## config.mk

```make
export PLATFORM = sky130hd
export DESIGN_NAME = multiport_regfile
export DESIGN_NICKNAME = d
export VERILOG_FILES = /design/src/rtl/multiport_regfile.sv
export SDC_FILE = /design/constraint.sdc
export NUM_CORES = 1
export LEC_CHECK = 0
export BUFFER_PORTS_ARGS = -buffer_cell sky130_fd_sc_hd__buf_2
export CORE_MARGIN = 3
export CORE_UTILIZATION = 45
export DETAILED_ROUTE_END_ITERATION = 8
export PLACE_DENSITY = 0.69
export SLEW_MARGIN = 20
export SYNTH_ARGS = -nofsm -noshare
export SYNTH_HDL_FRONTEND = slang
export SYNTH_SLANG_ARGS = --single-unit
```

## constraint.sdc

```tcl
create_clock -name clk_i -period 1.5 [get_ports clk_i]
set_input_delay 0.15 -clock clk_i [delete_from_list [all_inputs] [get_ports clk_i]]
set_output_delay 0.15 -clock clk_i [all_outputs]
set_load 0.02 [all_outputs]
```

## src/rtl/multiport_regfile.sv

```systemverilog
// -----------------------------------------------------------------------------
// multiport_regfile
// Register file with NRD combinational read ports and two prioritised write
// ports (port 1 wins on an index collision). A per-register busy scoreboard
// tracks reserved destinations, and a sticky flag records write conflicts.
//
// Parameters
//   NREGS    number of registers (power of two, >= 2)
//   RSIZE    register width in bits
//   NRD      number of read ports (1..4)
//   ZERO_REG 1 = register 0 reads as zero and ignores writes and reservations
//   BYPASS   1 = a read of an index written this cycle returns the write data
//
// Ports
//   clk_i      rising-edge clock
//   rst_i      asynchronous active-low reset
//   we_i       write enable per write port
//   widx_i     write index per port, port p at [p*IW +: IW]
//   wdata_i    write data per port, port p at [p*RSIZE +: RSIZE]
//   ridx_i     read index per read port, port k at [k*IW +: IW]
//   rdata_o    read data per read port (combinational)
//   rbusy_o    busy bit of the register each read port addresses (combinational)
//   rsv_i      reserve a destination register
//   rsv_idx_i  register to reserve
//   busy_o     busy scoreboard (registered)
//   werr_o     sticky write-conflict flag (registered)
// -----------------------------------------------------------------------------
module multiport_regfile #(
  parameter int NREGS    = 8,
  parameter int RSIZE    = 32,
  parameter int NRD      = 2,
  parameter int ZERO_REG = 1,
  parameter int BYPASS   = 1,
  localparam int IW      = $clog2(NREGS)
) (
  input  logic                 clk_i,
  input  logic                 rst_i,
  input  logic [1:0]           we_i,
  input  logic [2*IW-1:0]      widx_i,
  input  logic [2*RSIZE-1:0]   wdata_i,
  input  logic [NRD*IW-1:0]    ridx_i,
  output logic [NRD*RSIZE-1:0] rdata_o,
  output logic [NRD-1:0]       rbusy_o,
  input  logic                 rsv_i,
  input  logic [IW-1:0]        rsv_idx_i,
  output logic [NREGS-1:0]     busy_o,
  output logic                 werr_o
);

  localparam logic ZR = (ZERO_REG != 0);
  localparam logic BP = (BYPASS != 0);

  logic [IW-1:0]    w_widx0;
  logic [IW-1:0]    w_widx1;
  logic [RSIZE-1:0] w_wdata0;
  logic [RSIZE-1:0] w_wdata1;
  logic             w_we0;
  logic             w_we1;
  logic             w_rsv;
  logic             w_conflict;
  logic [NREGS-1:0] w_busy_nxt;

  logic [RSIZE-1:0] r_regs [NREGS];
  logic [NREGS-1:0] r_busy;
  logic             r_werr;

  assign w_widx0  = widx_i[IW-1:0];
  assign w_widx1  = widx_i[2*IW-1:IW];
  assign w_wdata0 = wdata_i[RSIZE-1:0];
  assign w_wdata1 = wdata_i[2*RSIZE-1:RSIZE];

  // Effective enables: nothing is accepted while in reset, and the hard-wired
  // zero register swallows writes and reservations. Killing the enable here
  // also keeps r0 out of the bypass path, the scoreboard and conflict detection.
  assign w_we0 = we_i[0] & rst_i & ~(ZR & (w_widx0 == '0));
  assign w_we1 = we_i[1] & rst_i & ~(ZR & (w_widx1 == '0));
  assign w_rsv = rsv_i & rst_i & ~(ZR & (rsv_idx_i == '0));

  // Both ports landing on the same live register in one cycle.
  assign w_conflict = w_we0 & w_we1 & (w_widx0 == w_widx1);

  // Next scoreboard state: a reserve beats a write to the same register so a
  // destination can be retired and re-issued back to back.
  always_comb begin
    w_busy_nxt = r_busy;
    for (int i = 0; i < NREGS; i++) begin
      if (w_rsv && (rsv_idx_i == IW'(i))) begin
        w_busy_nxt[i] = 1'b1;
      end else if ((w_we0 && (w_widx0 == IW'(i))) ||
                   (w_we1 && (w_widx1 == IW'(i)))) begin
        w_busy_nxt[i] = 1'b0;
      end else begin
        w_busy_nxt[i] = r_busy[i];
      end
    end
  end

  // Register storage; port 1 is checked first so it wins an index collision.
  always_ff @(posedge clk_i or negedge rst_i) begin
    if (!rst_i) begin
      for (int i = 0; i < NREGS; i++) begin
        r_regs[i] <= '0;
      end
    end else begin
      for (int i = 0; i < NREGS; i++) begin
        if (w_we1 && (w_widx1 == IW'(i))) begin
          r_regs[i] <= w_wdata1;
        end else if (w_we0 && (w_widx0 == IW'(i))) begin
          r_regs[i] <= w_wdata0;
        end
      end
    end
  end

  // Scoreboard and sticky conflict flag.
  always_ff @(posedge clk_i or negedge rst_i) begin
    if (!rst_i) begin
      r_busy <= '0;
      r_werr <= 1'b0;
    end else begin
      r_busy <= w_busy_nxt;
      r_werr <= r_werr | w_conflict;
    end
  end

  // Read ports with optional same-cycle bypass (port 1 data preferred).
  // r0 under ZERO_REG is never written, so the stored value is already zero.
  always_comb begin : p_read
    logic [IW-1:0]    w_ridx;
    logic [RSIZE-1:0] w_rdata;
    rdata_o = '0;
    rbusy_o = '0;
    for (int k = 0; k < NRD; k++) begin
      w_ridx = ridx_i[k*IW +: IW];
      if (BP && w_we1 && (w_widx1 == w_ridx)) begin
        w_rdata = w_wdata1;
      end else if (BP && w_we0 && (w_widx0 == w_ridx)) begin
        w_rdata = w_wdata0;
      end else begin
        w_rdata = r_regs[w_ridx];
      end
      rdata_o[k*RSIZE +: RSIZE] = w_rdata;
      rbusy_o[k]                = r_busy[w_ridx];
    end
  end

  assign busy_o = r_busy;
  assign werr_o = r_werr;

endmodule

```

---- After elaboration in Yosys (flattened, before gate mapping) ----
Cells that the tools add are included.
storage, ports and cells
  memories ................................ 0
  output and inout bits ................... 75
  flip-flop bits (word level) ............. 265
  memory bits (read-only) ................. 0
  input port bits ......................... 84
  latch bits .............................. 0
  RAM bits ................................ 0
operators by class
  mux-type cells .......................... 46
  $add $sub $neg .......................... 0
  divide/modulo/power cells ............... 0
  reductions and logical operators ........ 55
  $mul .................................... 0
  equal/unequal tests ..................... 26
  bitwise logic cells ..................... 14
  shift operators ......................... 0
  order comparisons ....................... 4
operator list
  cell                                                                          count
  32-bit two-way mux                                                            24
  32-bit binary-select mux with 3-bit select                                    2
  3-bit == test, second input constant                                          12
  2-bit nonzero test                                                            16
  1-bit logical AND                                                             28
  3-bit by 2-bit == test with 1-bit output, second input constant               6
  1-bit two-way mux                                                             18
  3-bit == test                                                                 5
  3-bit by 1-bit == test with 1-bit output, second input constant               3
  3-bit logical NOT                                                             3
  1-bit bitwise AND                                                             8
  4-bit greater-or-equal comparator, second input constant                      2
  1-bit logical OR                                                              8
  3-bit by 4-bit less-than comparator with 1-bit output, second input constant  2
  3-bit NOT with 4-bit output                                                   2
  1-bit binary-select mux with 3-bit select                                     2
  1-bit NOT                                                                     3
  1-bit OR                                                                      1

---- Depth between registers and ports, before layout ----
Gate-level depths: netlist (run 1).
  depth in word-level cells ............... 7
  gate-level depth with buffers ........... 7

---- Worst setup path after synthesis (run 1) ----
Ideal clock, no wire load.
  kind .................................... input port to output port
  from .................................... in widx_i[0]
  to ...................................... out rdata_o[33]
  setup slack ............................. -0.370 ns
  stages on the path ...................... 6
  data required time ...................... 1.350 ns
  arrival time ............................ 1.720 ns
  cells stage by stage .................... buf_2 o311a_1 nand4_1 clkbuf_1 nor2_1 o31ai_1
between the ends
  longest elaborated chain between the ends .. 6
  elaborated cells between the ends (all ways) .. 7
RTL lines
  element               RTL line  RTL
  from (decl)           39        input logic [2*IW-1:0] widx_i,
  3-bit logical NOT     75        assign w_we0 = we_i[0] & rst_i & ~(ZR & (w_widx0 == '0));
  1-bit NOT             75
  1-bit bitwise AND     75
  1-bit logical AND *   137       end else if (BP && w_we0 && (w_widx0 == w_ridx)) begin
  32-bit two-way mux *  137
  32-bit two-way mux *  135       if (BP && w_we1 && (w_widx1 == w_ridx)) begin
  to (decl)             42        output logic [NRD*RSIZE-1:0] rdata_o,
Every way passes the cells marked *; elsewhere a longest branch is shown, timed or not.

---- Final worst setup path (run 1) ----
  from .................................... reg r_regs[72] (netlist name)
  to ...................................... out rdata_o[40]
between the ends
  longest elaborated chain between the ends .. 5
RTL lines
  element                                                 RTL line  RTL
  from (decl)                                             63        logic [RSIZE-1:0] r_regs [NREGS];
  from (signal, indexed assignment)                       107       r_regs[i] <= w_wdata1;
  from (signal, indexed assignment)                       109       r_regs[i] <= w_wdata0;
  32-bit binary-select mux with 3-bit select              140       w_rdata = r_regs[w_ridx];
  32-bit two-way mux (implied by the code) (2 in series)  140
  32-bit two-way mux                                      137
  32-bit two-way mux                                      135
Every way passes these cells. The select of a mux whose other input is x is not followed.

==> summary.md, run 1 <==
| Metric | Value |
|---|---|
| Post-synth net total | 1795 |
| First-pass GRT wire length | 92200 µm |
| Placeable Area | 37900 µm² |
| Leak Pwr | 9.55 nW |
| Asr flop ratio synth | 100% |
| Slew HR | 58.3% |
| Fin Setup TNS | -47.08 ns |
| P&R area growth vs syn | 37.4% |
| Placed Cells incl. Taps | 2334 |
| Total Power | 27.5 mW |
| Yosys top cell by area | dfrtp_1 |
| PnR worst setup slack | -0.820 ns |
| Fmax | 431 MHz |
| Gr usage total | 28.2% |
| Vias in the first global route | 16200 |
| Unrepaired setup endpoints after global routing | yes |
| Violation count after the first detailed-route iteration | 1430 |
| Area of the multi-input gates | 11100 µm² |
| Sw frac | 32.2% |
| Sinks on Clock Net | 265 |
| Synth Register Bits | 265 |
| Proportion of synthesized chip area in sequential cells | 38.1% |
| Ports | 159 |
| Buffers plus inverters on the worst setup path | 2 |
| Worst-Skew Late Latency | 0.56 ns |
| CTS Buffer Depth | 3 |
| PwrDens | 1150 nW/µm² |
| Fill cells | 2842 |
| Largest family of logic cells by synthesized area | multiplexers |
| Synth Warn # | 0 |
| Worst setup EP type | output pin |
| Post-DP HPWL | 38000 µm |
| Fin area | 23900 µm² |
| WL final | 59100 µm |
| Total gr overflow | 0 |
| Routed wire per std cell | 23.6 µm |
| Most frequent cell after synthesis | dfrtp_1 |
| Post-synthesis mux area share | 30.1% |
| CP max stage delay | 0.48 ns |
| Post-Synth Adder-Cell Area | 0% |
| Final setup fails | 66 |
| Die ar. | 41100 µm² |
| Max-slew violations | 0 |
| Fin. Hold Viols | 1 |
| Clock share of power | 28.4% |
| Commonest cells in the synthesized netlist | 265 x dfrtp_1, 258 x nor2_1, 224 x mux2i_1 |
| Port Buf Inserts | 158 |
| Clk root buf | clkbuf_16 |
| CP Launch Type | flip-flop |
| CTS tree | built |
| Final core utilization | 63.1% |
| Vias | 15300 |
| Routed Antenna Nets | 0 |
| Layout Cells excl Fill | 2500 |
| Synth top area share | 38.1% |
| Max-Cap Viols | 0 |
| Post-Place Setup Slack | -0.679 ns |
| Worst Clk Skew | 0 ns |
| DR DRC count | 0 |
| Placed cell area | 20900 µm² |
| Seq pwr share | 36.7% |
| Mapped cell area | 17400 µm² |
| GP Congestion | 0.870 |
| CP top delay family | multiplexers |
| Post-synthesis cell type count | 40 |
| Syn avg cell area | 10.2 µm² |
| Worst hold slack | -0.000478 ns |
| Reg area | 6630 µm² |
| Vias per cell | 6.10 |
| Hold crit path type | in2reg |
| Die height | 203 µm |
| Internal | 18.6 mW |
| Fraction of layout cells with a size suffix above 1 | 39.0% |
| Drt first pass iters | 7 |
| H-tree depth | 1 |
| Worst EP required | 1.35 ns |
| Failing checks | negative hold slack, negative setup slack |
| Die Wd | 203 µm |
| Synth area leaders | dfrtp_1 38%, mux4_2 17%, mux2i_1 13% |
| Initial antenna violation count | 1 |
| Initial Util | 45.9% |
| Critical path's slowest cell | mux4_2 |
| WP data arrival | 2.17 ns |
| Largest net degree at the start of global routing | 100 |
| Clk pin slew, worst setup/hold paths | 0.06 ns |
| Fin crit share | 155% |
| CTS Buf Count | 30 |
| Ys flop type | dfrtp_1 |
| Result of the run | finished, violations left |
| Switch Pwr | 8.86 mW |
| Max VDD drop | 1.04 mV |
| Synth Area in Compound Gates | 12.9% |
| # nets final | 2049 |
| Logic pwr share | 34.8% |
| Critical path cell sequence | mux4_2 > nor2b_4 > a211oi_2 > buf_4 > o31ai_4 > buf_6 |
| Post-synth EDFFs | 0 |
| Simple-gate area share of the yosys netlist | 11.3% |
| Worst Tran Pin Value | 0.626 ns |
| Final min period | 2.32 ns |
| CP Class | reg2out |
| # rows | 71 |
| Syn Inst Count | 1711 |
| Synth Area in XOR/XNOR | 0.704% |
| Worst Path Max Fanout | 3 |
metal layers:
| metal | GRT usage [%] | vias to the layer above | routed length (µm) |
|---|---|---|---|
| met2 | 46.3 | 758 | 28600 |
| met4 | 7.67 | 0 | 1380 |
| met1 | 38.9 | 7740 | 24200 |
| met3 | 5.26 | 112 | 4870 |
| met5 | 0 | - | 0 |
| li1 | - | 6652 | - |
worst min-delay path: cells and delay by family:
kind	cells	cell delay (ns)
AO/OA/AOI/OAI	1	0.08
buffers and inverters	1	0.15
multiplexers	1	0.14
cell usage in the layout (no fill, tap or decap), types with 5 or more instances in the layout:
master | netlist | routed
inv_1 | 9 | 9
xnor2_1 | 8 | 8
clkinv_2 | 0 | 5
a211oi_4 | 0 | 9
buf_4 | 29 | 184
dlygate4sd3_1 | 0 | 86
o21ai_1 | 15 | 15
nand2_1 | 102 | 86
nand2_4 | 0 | 5
o31ai_4 | 0 | 30
mux4_2 | 132 | 132
clkbuf_16 | 0 | 31
clkbuf_8 | 0 | 7
o21ai_0 | 18 | 18
buf_12 | 0 | 71
buf_6 | 6 | 23
mux2i_1 | 224 | 224
nand2_2 | 1 | 12
nor2b_4 | 0 | 41
nor2_1 | 258 | 257
buf_2 | 80 | 101
nor2b_1 | 64 | 23
a211oi_2 | 0 | 53
a21oi_1 | 192 | 192
o31ai_2 | 0 | 33
dfrtp_1 | 265 | 265
registers in the layout, summed over array words and instances (netlist names):
register / count
r_regs: 256
busy_o: 8
werr_o: 1
final timing paths:
path / slack, ns / cells after the start / end / startpoint
min reg2reg: 0.39 / 0 / r_regs[252]$_DFFE_PN0P_ / r_regs[252]$_DFFE_PN0P_
max in group asynchronous: 0.24 / 5 / r_regs[151]$_DFFE_PN0P_ / rst_i
max reg2reg: 0.22 / 3 / r_regs[125]$_DFFE_PN0P_ / r_regs[125]$_DFFE_PN0P_
max: -0.82 / 6 / rdata_o[40] / r_regs[72]$_DFFE_PN0P_
min: -0.0005 / 3 / r_regs[149]$_DFFE_PN0P_ / wdata_i[21]
min in group asynchronous: 0.32 / 4 / werr_o$_DFF_PN0_ / rst_i
layout make-up:
class	instances	share of cell area (%)
Multi-Input combinational cell	1192	46.4
Sequential cell	265	27.7
Timing Repair Buffer	467	18.7
Clock buffer	41	3.60
Tap cell	511	2.67
Clock inverter	14	0.811
Inverter	9	0.141
Antenna cell	1	0.0105
what timing repair did:
| item | in CTS | in global routing |
|---|---|---|
| pin swaps | 94 | 7 |
| setup endpoints to repair | 66 | 68 |
| endpoints found under the hold margin | 147 | 0 |
| cloned | 0 | 1 |
| hold buffers | 86 | 0 |
| gates resized for setup | 190 | 30 |
| buffers inserted | 14 | 16 |
cell families (layout without fill, tap and decap cells):
group | after synthesis | in the layout
xor+xnor | 14 | 14
buf+inv | 254 | 531
other cells | 0 | 1
mux | 358 | 358
compound gates | 370 | 370
simple gates | 450 | 450
flops | 265 | 265
power groups by stage:
stage	clock network (mW)	logic, mW	registers (mW)
after floorplan	0	5.70	9.70
after global placement	0	7.95	9.95
after detailed placement	0	8.18	10.1
after CTS	7.83	9.29	9.99
after global routing	8.15	10.3	10.2
final	7.82	9.57	10.1
Note: power is estimated with default switching activity, not from simulation.
==> run 2, diff against run 1 <==
- REMOVE_ABC_BUFFERS: unset -> 1
==> run 2 against run 1 <==
  * The flow finishes with violations (negative setup slack)
  * Setup slack got worse by 0.013 ns
  * First-iteration DRC count fell by 6.3%
  * Clock skew did not move
  * Total power fell by 3.6%
  * Sequential cell count did not move
  * Critical path depth did not move
  * Global-route usage barely moved
  * Via count fell by 1.1%
  * Clock-buffer cell count rose by 6
  * Clock power fell by 3.6%
  * Critical endpoint is now rdata_o[14]
==> summary.md, run 2 (same netlist as run 1, synthesis figures left out) <==
| Metric | Value |
|---|---|
| Result of the run | finished, violations left |
| Failing checks | negative setup slack |
| Fin area | 23000 µm² (-4.0%) |
| First-pass GRT wire length | 91400 µm (-0.84%) |
| Drt first pass iters | 5 (-2) |
| Total Power | 26.5 mW (-3.6%) |
| CP Launch Type | flip-flop |
| Placed cell area | 20000 µm² (-4.6%) |
| Critical path's slowest cell | mux4_2 |
| CTS tree | built |
| Vias per cell | 6.06 (-0.76%) |
| Layout Cells excl Fill | 2492 (-0.32%) |
| # rows | 71 (unchanged) |
| R2r endpoint | r_regs[116]$_DFFE_PN0P_ |
| Hold crit path type | in2reg |
| Worst-Skew Late Latency | 0.55 ns (about the same) |
| Setup crit start | r_regs[110]$_DFFE_PN0P_ |
| Seq pwr share | 37.9% (+1.2 points) |
| Placeable Area | 37900 µm² (unchanged) |
| Gr usage total | 28.2% (about the same) |
| Clk root buf | clkbuf_16 |
| Die height | 203 µm (unchanged) |
| Max-slew violations | 0 (unchanged) |
| DR DRC count | 0 (unchanged) |
| Vias in the first global route | 15400 (-4.8%) |
| Logic pwr share | 33.6% (-1.2 points) |
| Initial antenna violation count | 0 (-1) |
| Port Buf Inserts | 158 (unchanged) |
| Routed wire per std cell | 23.6 µm (about the same) |
| Placed Cells incl. Taps | 2333 (-0.043%) |
| Max FFs per register | 256 (unchanged) |
| Initial Util | 45.9% (unchanged) |
| Switch Pwr | 8.50 mW (-4.1%) |
| Commonest non-fill, non-tap cells in the layout | 265 x dfrtp_1, 258 x nor2_1, 224 x mux2i_1, 192 x a21oi_1, 172 x buf_4 |
| H-tree depth | 1 (unchanged) |
| Fmax | 429 MHz (-0.56%) |
| CP endpoint | rdata_o[14] |
| Biggest register | r_regs |
| Worst EP required | 1.35 ns (about the same) |
| Final setup fails | 66 (unchanged) |
| Die Wd | 203 µm (unchanged) |
| FF-to-FF path depth | 4 (+1) |
| Reg area | 6630 µm² (unchanged) |
| Worst r2r src | r_regs[116]$_DFFE_PN0P_ |
| Total gr overflow | 0 (unchanged) |
| Clk pin slew, worst setup/hold paths | 0.06 ns (about the same) |
| Violation count after the first detailed-route iteration | 1340 (-6.3%) |
| Routed Antenna Nets | 0 (unchanged) |
| Die ar. | 41100 µm² (unchanged) |
| Worst Clk Skew | 0 ns (unchanged) |
| Clock share of power | 28.5% (about the same) |
| P&R area growth vs syn | 31.9% |
| Max VDD drop | 0.932 mV (-11%) |
| Sw frac | 32.1% (-0.18 points) |
| WP data arrival | 2.18 ns (about the same) |
| Max-Cap Viols | 0 (unchanged) |
| Final core utilization | 60.5% (-2.5 points) |
| CTS Buffer Depth | 3 (unchanged) |
| PnR worst setup slack | -0.833 ns (-0.0130 ns) |
| WL final | 58900 µm (-0.36%) |
| Critical path cell sequence | mux4_2 > nor2b_4 > a211oi_4 > buf_4 > o31ai_2 > buf_4 |
| # nets final | 2044 (-0.24%) |
| Final min period | 2.33 ns (+0.0130 ns) |
| Fin crit share | 156% (+0.87 points) |
| Leak Pwr | 9.20 nW (-3.7%) |
| Largest net degree at the start of global routing | 128 (+28%) |
| Sinks on Clock Net | 265 (unchanged) |
| Fill cells | 2987 (+5.1%) |
| Area of the multi-input gates | 10600 µm² (-4.7%) |
| R2R setup slack | 0.50 ns (+0.28 ns) |
| Worst Path Max Fanout | 3 (unchanged) |
| PwrDens | 1150 nW/µm² (+0.46%) |
| Worst setup EP type | output pin |
| Internal | 18.0 mW (-3.3%) |
| Post-DP HPWL | 37800 µm (-0.61%) |
| Fin. Hold Viols | 0 (-1) |
| CTS Buf Count | 30 (unchanged) |
| Slew HR | 60.5% (+2.2 points) |
| Most common library cell in the layout ignoring fill and taps | dfrtp_1 |
| Fraction of layout cells with a size suffix above 1 | 35.4% (-3.5 points) |
| GP Congestion | 0.868 (-0.14%) |
| Post-Place Setup Slack | -0.616 ns (+0.0630 ns) |
| Unrepaired setup endpoints after global routing | yes |
| Most frequent CP cell | buf_4 |
| Vias | 15100 (-1.1%) |
| Antenna cell count | 0 (-1) |
| Ports | 159 (unchanged) |
| Worst Min Path Start | wdata_i[5] |
| CP max stage delay | 0.46 ns (-0.02 ns) |
| CP Class | reg2out |
| Worst Tran Pin Value | 0.592 ns (-0.0337 ns) |
[run 2: area by class of cell]
type                            instances  share of cell area, %
Inverter                                9                  0.147
Timing Repair Buffer                  462                   17.8
Multi-Input combinational cell       1192                   46.0
Clock inverter                          6                  0.349
Sequential cell                       265                   28.9
Tap cell                              511                   2.78
Clock buffer                           47                   4.03
[run 2: worst max-delay path: cells and delay by family, from the launching register on]
family	cells	cell delay (ns)
multiplexers	1	0.46
flip-flops	1	0.40
buffers and inverters	2	0.34
AO/OA/AOI/OAI	2	0.27
AND/OR/NAND/NOR	1	0.15
[run 2: power by group through the flow]
stage	registers [mW]	logic [mW]	clock network, mW
final	10.1	8.91	7.54
after global routing	10.2	9.59	7.95
after CTS	9.98	8.67	7.61
after detailed placement	10.1	7.58	0
after global placement	9.97	7.39	0
after floorplan	9.71	4.71	0
[run 2: metrics by stage]
stage / setup TNS [ns] / hold WS, ns
final: -45.23 / 0.00291
after CTS: -46.74 / 0.000125
after global routing: -49.61 / 0.00606
after global placement: -73.76 / 0.104
after floorplan: -618.41 / -0.146
after detailed placement: -79.88 / 0.101
[run 2: worst min path at each step]
stage / end / cells after the start / slack [ns]
floorplan: busy_o[0]$_DFFE_PN0P_ / 0 / -0.15
global placement: r_regs[40]$_DFFE_PN0P_ / 2 / 0.10
detailed placement: r_regs[232]$_DFFE_PN0P_ / 2 / 0.10
CTS: r_regs[148]$_DFFE_PN0P_ / 3 / 0.0001
global route: r_regs[52]$_DFFE_PN0P_ / 3 / 0.006
finish: r_regs[37]$_DFFE_PN0P_ / 3 / 0.003
[run 2: what timing repair did]
action / 4_1_cts / 5_1_grt
hold endpoints to repair: 171 / 40
buffers inserted: 15 / 7
pin swaps: 125 / 1
setup endpoints to repair: 66 / 199
cloned: 0 / 1
hold buffers: 87 / 1
resized for setup: 198 / 24
[run 2: metal layers]
layer	vias up	wire length, µm	GRT usage [%]
li1	6637	-	-
met5	-	0	0
met3	122	5050	5.61
met4	0	1420	7.20
met1	7601	24400	39.0
met2	737	28100	46.1
